`config.mk`:
```
export PLATFORM = sky130hd
export DESIGN_NAME = td4_clock_ctrl
export DESIGN_NICKNAME = d
export VERILOG_FILES = /design/src/rtl/td4_clock_ctrl.sv
export SDC_FILE = /design/constraint.sdc
export NUM_CORES = 1
export LEC_CHECK = 0
export ABC_AREA = 1
export BUFFER_PORTS_ARGS = -buffer_cell sky130_fd_sc_hd__buf_4
export CORE_MARGIN = 1.5
export CORE_UTILIZATION = 50
export CTS_CLUSTER_DIAMETER = 30
export DETAILED_ROUTE_END_ITERATION = 6
export PLACE_DENSITY_LB_ADDON = 0.25
export SLEW_MARGIN = 10
export SYNTH_ARGS = -nofsm -noshare
export SYNTH_HDL_FRONTEND = slang
export SYNTH_SLANG_ARGS = --single-unit
```
`constraint.sdc`:
```
create_clock -name clock -period 4.9 [get_ports clock]
set_clock_uncertainty 0.2 [all_clocks]
set_input_delay 0 -clock clock [delete_from_list [all_inputs] [get_ports clock]]
set_output_delay 0 -clock clock [all_outputs]
set_load 0.005 [all_outputs]
```
`src/rtl/td4_clock_ctrl.sv`:
```
// rtl/td4_clock_ctrl.sv - TD4 CPU clock-enable generator: slow/fast prescaler edges or debounced STEP button.
// Optional HALT_EN macro adds a same-domain halt input that drops pulses while high.
module td4_clock_ctrl #(
    parameter int DEBOUNCE_CYCLES = 1_000_000
) (
    input  logic       clock,
    input  logic       reset_n,
    input  logic       slow_clk_a,
    input  logic       slow_clk_b,
    input  logic [1:0] mode,
    input  logic       step_btn,
`ifdef HALT_EN
    input  logic       halt,
`endif
    output logic       cpu_clk_en,
    output logic       btn_level,
    output logic [7:0] tick_count
);

    localparam int CNT_W = $clog2(DEBOUNCE_CYCLES) + 1;
    localparam logic [CNT_W-1:0] C_CNT_MAX = CNT_W'(DEBOUNCE_CYCLES - 1);

    typedef enum logic [1:0] {
        S_IDLE    = 2'd0,
        S_ARM     = 2'd1,
        S_PRESSED = 2'd2,
        S_REL     = 2'd3
    } state_t;

    logic [1:0]       r_a_sync;
    logic [1:0]       r_b_sync;
    logic [1:0]       r_btn_sync;
    logic [1:0]       r_mode_s1;
    logic [1:0]       r_mode_s2;
    logic             r_a_prev;
    logic             r_b_prev;
    logic [2:0]       r_guard;

    state_t           r_state;
    state_t           w_state_nxt;
    logic [CNT_W-1:0] r_cnt;
    logic [CNT_W-1:0] w_cnt_nxt;
    logic             r_btn_level;
    logic             w_btn_level_nxt;
    logic             w_step;

    logic             r_clk_en;
    logic [7:0]       r_tick;

    logic             w_btn;
    logic             w_rise_a;
    logic             w_rise_b;
    logic             w_sel;
    logic             w_halt;
    logic             w_fire;

`ifdef HALT_EN
    assign w_halt = halt;
`else
    assign w_halt = 1'b0;
`endif

    // r_guard fills with ones so edges are ignored until r_*_prev holds post-reset data
    always_ff @(posedge clock or negedge reset_n) begin
        if (!reset_n) begin
            r_a_sync   <= 2'b00;
            r_b_sync   <= 2'b00;
            r_btn_sync <= 2'b00;
            r_mode_s1  <= 2'b00;
            r_mode_s2  <= 2'b00;
            r_a_prev   <= 1'b0;
            r_b_prev   <= 1'b0;
            r_guard    <= 3'b000;
        end else begin
            r_a_sync   <= {r_a_sync[0], slow_clk_a};
            r_b_sync   <= {r_b_sync[0], slow_clk_b};
            r_btn_sync <= {r_btn_sync[0], step_btn};
            r_mode_s1  <= mode;
            r_mode_s2  <= r_mode_s1;
            r_a_prev   <= r_a_sync[1];
            r_b_prev   <= r_b_sync[1];
            r_guard    <= {r_guard[1:0], 1'b1};
        end
    end

    assign w_btn    = r_btn_sync[1];
    assign w_rise_a = r_a_sync[1] & ~r_a_prev & r_guard[2];
    assign w_rise_b = r_b_sync[1] & ~r_b_prev & r_guard[2];

    always_ff @(posedge clock or negedge reset_n) begin
        if (!reset_n) begin
            r_state     <= S_IDLE;
            r_cnt       <= '0;
            r_btn_level <= 1'b0;
        end else begin
            r_state     <= w_state_nxt;
            r_cnt       <= w_cnt_nxt;
            r_btn_level <= w_btn_level_nxt;
        end
    end

    always_comb begin
        w_state_nxt = r_state;
        w_cnt_nxt   = r_cnt;
        case (r_state)
            S_IDLE: begin
                if (w_btn) begin
                    w_state_nxt = S_ARM;
                    w_cnt_nxt   = '0;
                end
            end
            S_ARM: begin
                if (!w_btn)
                    w_state_nxt = S_IDLE;
                else if (r_cnt == C_CNT_MAX)
                    w_state_nxt = S_PRESSED;
                else
                    w_cnt_nxt = r_cnt + 1'b1;
            end
            S_PRESSED: begin
                if (!w_btn) begin
                    w_state_nxt = S_REL;
                    w_cnt_nxt   = '0;
                end
            end
            S_REL: begin
                if (w_btn)
                    w_state_nxt = S_PRESSED;
                else if (r_cnt == C_CNT_MAX)
                    w_state_nxt = S_IDLE;
                else
                    w_cnt_nxt = r_cnt + 1'b1;
            end
            default: w_state_nxt = S_IDLE;
        endcase
    end

    // A bounce back to PRESSED from REL keeps the level high and issues no new step
    always_comb begin
        w_step          = 1'b0;
        w_btn_level_nxt = r_btn_level;
        if (r_state == S_ARM && w_btn && r_cnt == C_CNT_MAX) begin
            w_step          = 1'b1;
            w_btn_level_nxt = 1'b1;
        end
        if (r_state == S_REL && !w_btn && r_cnt == C_CNT_MAX)
            w_btn_level_nxt = 1'b0;
    end

    always_comb begin
        w_sel = 1'b0;
        case (r_mode_s2)
            2'b00:   w_sel = w_rise_a;
            2'b01:   w_sel = w_rise_b;
            2'b10:   w_sel = w_step;
            default: w_sel = 1'b0;
        endcase
    end

    assign w_fire = w_sel & ~w_halt;

    always_ff @(posedge clock or negedge reset_n) begin
        if (!reset_n) begin
            r_clk_en <= 1'b0;
            r_tick   <= 8'd0;
        end else begin
            r_clk_en <= w_fire;
            if (w_fire)
                r_tick <= r_tick + 8'd1;
        end
    end

    assign cpu_clk_en = r_clk_en;
    assign btn_level  = r_btn_level;
    assign tick_count = r_tick;

endmodule
```
# After elaboration in Yosys (flattened, before gate mapping)

Cells that the tools add are included.

Flip-flop bits (word level): 48
Input port bits: 7
Output and inout bits: 10
Word-level logic and storage cells: 60

Add/subtract/negate cells: 2
Eq/ne operators: 12
Multiplexer cells: 17
Bitwise logic cells: 6
Reduce and logical (&&, ||, !) cells: 10

Operators with widths:

| cell                    | number |
|---|---|
| $mux W21                | 5 |
| $pmux W21 S4            | 1 |
| $add A21 B1 Y21 const B | 1 |
| $eq A21 B20 Y1 const B  | 1 |
| $mux W2                 | 6 |
| $add A8 B1 Y8 const B   | 1 |
| $ne A2 B2 Y1 const B    | 4 |
| $pmux W2 S4             | 1 |
| $reduce_and A4 Y1       | 2 |
| $eq A2 B2 Y1 const B    | 3 |
| $ne A3 B3 Y1 const B    | 2 |
| $and A1 B1 Y1           | 4 |
| $eq A2 B1 Y1 const B    | 2 |
| $logic_and A1 B1 Y1     | 4 |
| $logic_not A2 Y1        | 2 |
| $mux W1                 | 3 |
| $pmux W1 S3             | 1 |
| $not A1 Y1              | 2 |
| $reduce_bool A2 Y1      | 1 |
| $logic_not A1 Y1        | 1 |

# Depth between registers and ports, before layout

Depth in word-level cells: 5
Gate-level depth with buffers: 9

# Worst setup path before layout

No wires, ideal clock.

Path type: register -> register
Start: register r_cnt[0]
End: register r_cnt[12]
Data arrival time: 1.508 ns
Data required time: 4.583 ns
Path slack: 3.075 ns
Stages on the path, launching flop included: 9
Period minus slack after synthesis: 1.825 ns
Cell sequence: dfrtp_1 ha_1 nand3_1 nor2_1 nand3_2 nand2_4 inv_1 nand2_1 nand2_1

Word-level cells in the longest chain between the ends: 4

RTL lines:

| item                                              | line     | RTL |
|---|---|---|
| start, declared                                   | 41       | `logic [CNT_W-1:0] r_cnt;` |
| start signal, assigned                            | 97       | `r_cnt <= w_cnt_nxt;` |
| $add A21 B1 Y21 or $eq A21 B20 Y1 (tied branches) | n/a      |  |
| $mux W21 *                                        | 115, 129 |  |
| $mux W21, on equally long branches                | 127, 113 |  |
| $pmux W21 S4 *                                    | 105      | `case (r_state)` |

Mark *: on every way between the ends. The rest lies on a longest branch, timed or not. The select of a mux whose other input is x is not followed.
A chain may end at the register's enable or synchronous reset.

# Worst setup path after layout

Same ends and word-level chain as after synthesis.

==> metrics.txt <==
# TYPE chip_impl_metric gauge
chip_impl_metric{name="vias_in_the_first_global_route",unit=""} 1745
chip_impl_info{name="crit_path_frequent_cell",value="sky130_fd_sc_hd__nand2_1"} 1
chip_impl_metric{name="wl_per_cell",unit="um"} 11.4
chip_impl_metric{name="synth_cells",unit=""} 309
chip_impl_metric{name="yosys.area_share.adder",unit="%"} 1.03
chip_impl_metric{name="hold_ws",unit="ns"} 0.0304
chip_impl_metric{name="die_height",unit="um"} 72.7
chip_impl_info{name="worstPathCellList",value="ha_1 -> nand3_1 -> nor2_1 -> nand3_2 -> nand2_4 -> inv_1 -> nand2_1 -> nand2_1"} 1
chip_impl_metric{name="total_die_area",unit="um2"} 5290
chip_impl_metric{name="stdcell_area",unit="um2"} 2750
chip_impl_metric{name="grt_max_degree",unit=""} 49
chip_impl_metric{name="drc_marker_count_from_the_first_detailed_route_iteration",unit=""} 166
chip_impl_metric{name="final_nets",unit=""} 342
chip_impl_info{name="critical_path_class",value="reg -> reg"} 1
chip_impl_metric{name="initial_antenna_violation_count",unit=""} 0
chip_impl_metric{name="detailed_place.area",unit="um2"} 2570
chip_impl_metric{name="cp_slowest_stage_delay",unit="ns"} 0.48
chip_impl_info{name="grt_setup_unrepaired",value="no"} 1
chip_impl_metric{name="cts_resized",unit=""} 0
chip_impl_metric{name="clkSinkCount",unit=""} 48
chip_impl_metric{name="synth-compound-area-share",unit="%"} 5.97
chip_impl_metric{name="final.min_clock_period",unit="ns"} 2.30
chip_impl_metric{name="global_route_wire_length_before_repair",unit="mm"} 7.65
chip_impl_metric{name="crit_path_depth",unit=""} 8
chip_impl_metric{name="synth_warnings",unit=""} 0
chip_impl_metric{name="fin_setup_tns",unit="ns"} 0
chip_impl_info{name="crit_path_start_kind",value="flip-flop"} 1
chip_impl_metric{name="h-tree-depth",unit=""} 2
chip_impl_metric{name="drive_above_1_share",unit="%"} 10.5
chip_impl_metric{name="synth_cell_type_count",unit=""} 26
chip_impl_metric{name="diodes",unit=""} 0
chip_impl_metric{name="ys_ff_latch",unit=""} 48
chip_impl_metric{name="wirelength",unit="mm"} 4.44
chip_impl_metric{name="vias",unit=""} 1993
chip_impl_metric{name="final_max_slew_viol_count",unit=""} 0
chip_impl_metric{name="fill_cells",unit=""} 424
chip_impl_metric{name="grt.total_usage",unit="%"} 18.5
chip_impl_metric{name="seqCellArea",unit="um2"} 1200
chip_impl_metric{name="power.density_cell_area",unit="nW/um2"} 296
chip_impl_metric{name="dpl_worst_slack",unit="ns"} 2.62
chip_impl_metric{name="synthMuxAreaShare",unit="%"} 0
chip_impl_metric{name="timing.critical_path.fanout_max",unit=""} 37
chip_impl_metric{name="max_slew.worst_pin.slew",unit="ns"} 0.672
chip_impl_metric{name="critical_path_required",unit="ns"} 4.90
chip_impl_metric{name="vdd.ir_drop.worst",unit="mV"} 0.184
chip_impl_metric{name="cp_num_buf_inv",unit=""} 1
chip_impl_metric{name="grt.overflow.total",unit=""} 0
chip_impl_metric{name="cts.path.max_buffers",unit=""} 2
chip_impl_metric{name="worst-r2r-cell-count",unit=""} 8
chip_impl_metric{name="max_freq",unit="GHz"} 0.434
chip_impl_info{name="slowest_stage",value="sky130_fd_sc_hd__dfrtp_1"} 1
chip_impl_metric{name="synth.avg_cell_area",unit="um2"} 7.87
chip_impl_metric{name="cap_viol_max_count",unit=""} 0
chip_impl_metric{name="area_growth_syn_to_layout",unit="%"} 13.1
chip_impl_metric{name="cts_buffer_count",unit=""} 5
chip_impl_metric{name="dpl.hpwl",unit="mm"} 3.18
chip_impl_metric{name="post-route-drc-count",unit=""} 0
chip_impl_metric{name="core",unit="um2"} 4690
chip_impl_metric{name="multiInputGateArea",unit="um2"} 1110
chip_impl_metric{name="die_w",unit="um"} 72.7
chip_impl_metric{name="clock_insertion_delay_worst_skew",unit="ns"} 0.30
chip_impl_metric{name="numPortBuffers",unit=""} 16
chip_impl_metric{name="antenna_violating_nets_post_route",unit=""} 0
chip_impl_metric{name="firstDrtPassIters",unit=""} 4
chip_impl_metric{name="timing.final.ws_setup",unit="ns"} 2.60
chip_impl_metric{name="initial_utilization",unit="%"} 51.8
chip_impl_metric{name="max-slew-margin-rel",unit="%"} 55.2
chip_impl_metric{name="min_period_over_period",unit="%"} 47.0
chip_impl_info{name="status",value="finished, final reports clean"} 1
chip_impl_metric{name="final-setup-viol-count",unit=""} 0
chip_impl_info{name="clock_tree_from_tritoncts",value="done"} 1
chip_impl_info{name="critPathTopFamily",value="simple AND/OR/NAND/NOR gates"} 1
chip_impl_metric{name="synth_seq_area_share",unit="%"} 49.4
chip_impl_info{name="end_kind",value="flip-flop"} 1
chip_impl_metric{name="timing_hold_violations_final",unit=""} 0
chip_impl_metric{name="p_leak",unit="nW"} 1.23
chip_impl_metric{name="io-pin-count",unit=""} 17
chip_impl_metric{name="floorplan.rows",unit=""} 25
chip_impl_info{name="clock_tree.root_cell",value="sky130_fd_sc_hd__clkbuf_8"} 1
chip_impl_info{name="hp-class",value="in -> async"} 1
chip_impl_metric{name="synth_simple_gate_area_share",unit="%"} 34.1
chip_impl_info{name="main_combinational_cell_family_by_area_after_synthesis",value="simple AND/OR/NAND/NOR gates"} 1
chip_impl_metric{name="via_per_inst",unit=""} 5.14
chip_impl_metric{name="routabilityCongestion",unit=""} 0.941
chip_impl_metric{name="synth_nets",unit=""} 318
chip_impl_metric{name="arrival",unit="ns"} 2.30
chip_impl_metric{name="clk_pin_slew",unit="ns"} 0.09
chip_impl_metric{name="synth_xor_xnor_area_share",unit="%"} 4.32
chip_impl_metric{name="mappedNetlistArea",unit="um2"} 2430
-- cells in the final DEF (no fill, tap or decap), types with 5 or more instances in the layout --
cell type,netlist,layout
sky130_fd_sc_hd__buf_4,1,16
sky130_fd_sc_hd__clkbuf_8,0,5
sky130_fd_sc_hd__dfrtp_1,48,48
sky130_fd_sc_hd__dlygate4sd3_1,0,6
sky130_fd_sc_hd__inv_1,20,20
sky130_fd_sc_hd__nand2_1,103,103
sky130_fd_sc_hd__nand3_1,35,35
sky130_fd_sc_hd__nor2_1,44,44
sky130_fd_sc_hd__o21ai_0,20,20
sky130_fd_sc_hd__xor2_1,9,9
-- stage by stage --
step | std cells | util, % | power, W
after floorplan | 309 | - | 0.000494
after global placement | 374 | 54.9 | 0.000530
after detailed placement | 374 | 54.9 | 0.000532
after CTS | 388 | 58.6 | 0.000824
after global routing | 388 | 58.6 | 0.000859
final | 388 | 58.6 | 0.000814
-- cell families (layout without fill, tap and decap cells) --
kind of cell	after synthesis	count (layout)
AO/OA/AOI/OAI	25	25
other	1	1
AND/OR/NAND/NOR	195	195
buffers and inverters	26	51
flip-flops	48	48
XOR/XNOR	12	12
adder cells (fa/ha/maj)	2	2
-- flip-flops by register name, indices dropped and copies added (netlist names), named ones only --
signal and flops:
btn_level 1, cpu_clk_en 1, r_a_prev 1, r_a_sync 2, r_b_prev 1, r_b_sync 2, r_btn_sync 2, r_cnt 21
r_guard 3, r_mode_s1 2, r_mode_s2 2, r_state 1, tick_count 8
-- Yosys cell counts --
library cell / count / share of area [%]
sky130_fd_sc_hd__nand4_2: 1 / 0.51
sky130_fd_sc_hd__nand3b_1: 1 / 0.31
sky130_fd_sc_hd__nand4_1: 2 / 0.51
sky130_fd_sc_hd__nor2_1: 44 / 6.8
sky130_fd_sc_hd__o2111ai_2: 1 / 0.62
sky130_fd_sc_hd__conb_1: 1 / 0.15
sky130_fd_sc_hd__nand3_2: 1 / 0.41
sky130_fd_sc_hd__nand2_4: 2 / 0.93
sky130_fd_sc_hd__nor2_2: 1 / 0.26
sky130_fd_sc_hd__o21bai_1: 3 / 0.93
sky130_fd_sc_hd__nand2_2: 1 / 0.26
sky130_fd_sc_hd__nor3_1: 1 / 0.21
sky130_fd_sc_hd__or2_2: 3 / 0.77
sky130_fd_sc_hd__dfrtp_1: 48 / 49
sky130_fd_sc_hd__inv_2: 1 / 0.15
sky130_fd_sc_hd__xor2_1: 9 / 3.2
sky130_fd_sc_hd__nand3_1: 35 / 7.2
sky130_fd_sc_hd__inv_1: 20 / 3.1
sky130_fd_sc_hd__ha_1: 2 / 1.0
sky130_fd_sc_hd__xnor2_1: 3 / 1.1
sky130_fd_sc_hd__nand2_1: 103 / 16
sky130_fd_sc_hd__clkbuf_1: 1 / 0.15
sky130_fd_sc_hd__buf_6: 3 / 1.4
sky130_fd_sc_hd__o211ai_1: 1 / 0.31
sky130_fd_sc_hd__buf_4: 1 / 0.31
sky130_fd_sc_hd__o21ai_0: 20 / 4.1
-- worst paths after layout --
kind	to	slack (ns)	startpoint
worst max register to register	r_cnt[12]	2.60	r_cnt[0]
worst min register to register	r_btn_sync[1]	0.15	r_btn_sync[0]
worst min-delay path	r_cnt[13]	0.03	reset_n
min in group clock	r_mode_s1[0]	0.15	mode[0]
worst max-delay path	r_cnt[12]	2.60	r_cnt[0]
max in group asynchronous	btn_level	4.06	reset_n
-- report_power, final --
part | total, W | leakage, nW | switching [W] | internal (W)
combinational | 0.0000810 | 0.550 | 0.0000396 | 0.0000415
sequential | 0.000445 | 0.626 | 0.0000276 | 0.000418
clock | 0.000288 | 0.0583 | 0.000134 | 0.000154
-- final cells by class --
| type | instances | area share [%] |
|---|---|---|
| inverter | 21 | 2.86 |
| clock buffer | 5 | 2.50 |
| sequential | 48 | 43.7 |
| tap | 54 | 2.46 |
| timing repair buffer | 22 | 6.55 |
| clock inverter | 3 | 1.73 |
| multi-input combinational | 235 | 40.2 |
-- per-layer routing --
layer / wire [um] / vias up / global-route usage, %
met2: 2010 / 35 / 28.7
li1: - / 1031 / -
met5: 0 / - / 0
met3: 150 / 4 / 3.45
met1: 2240 / 923 / 26.0
met4: 36 / 0 / 6.50
-- repair_timing --
action	in CTS	in global routing
hold endpoints to repair	53	0
hold buffers	6	0
setup buffers	0	0
Note: power is estimated with default switching activity, not from simulation.
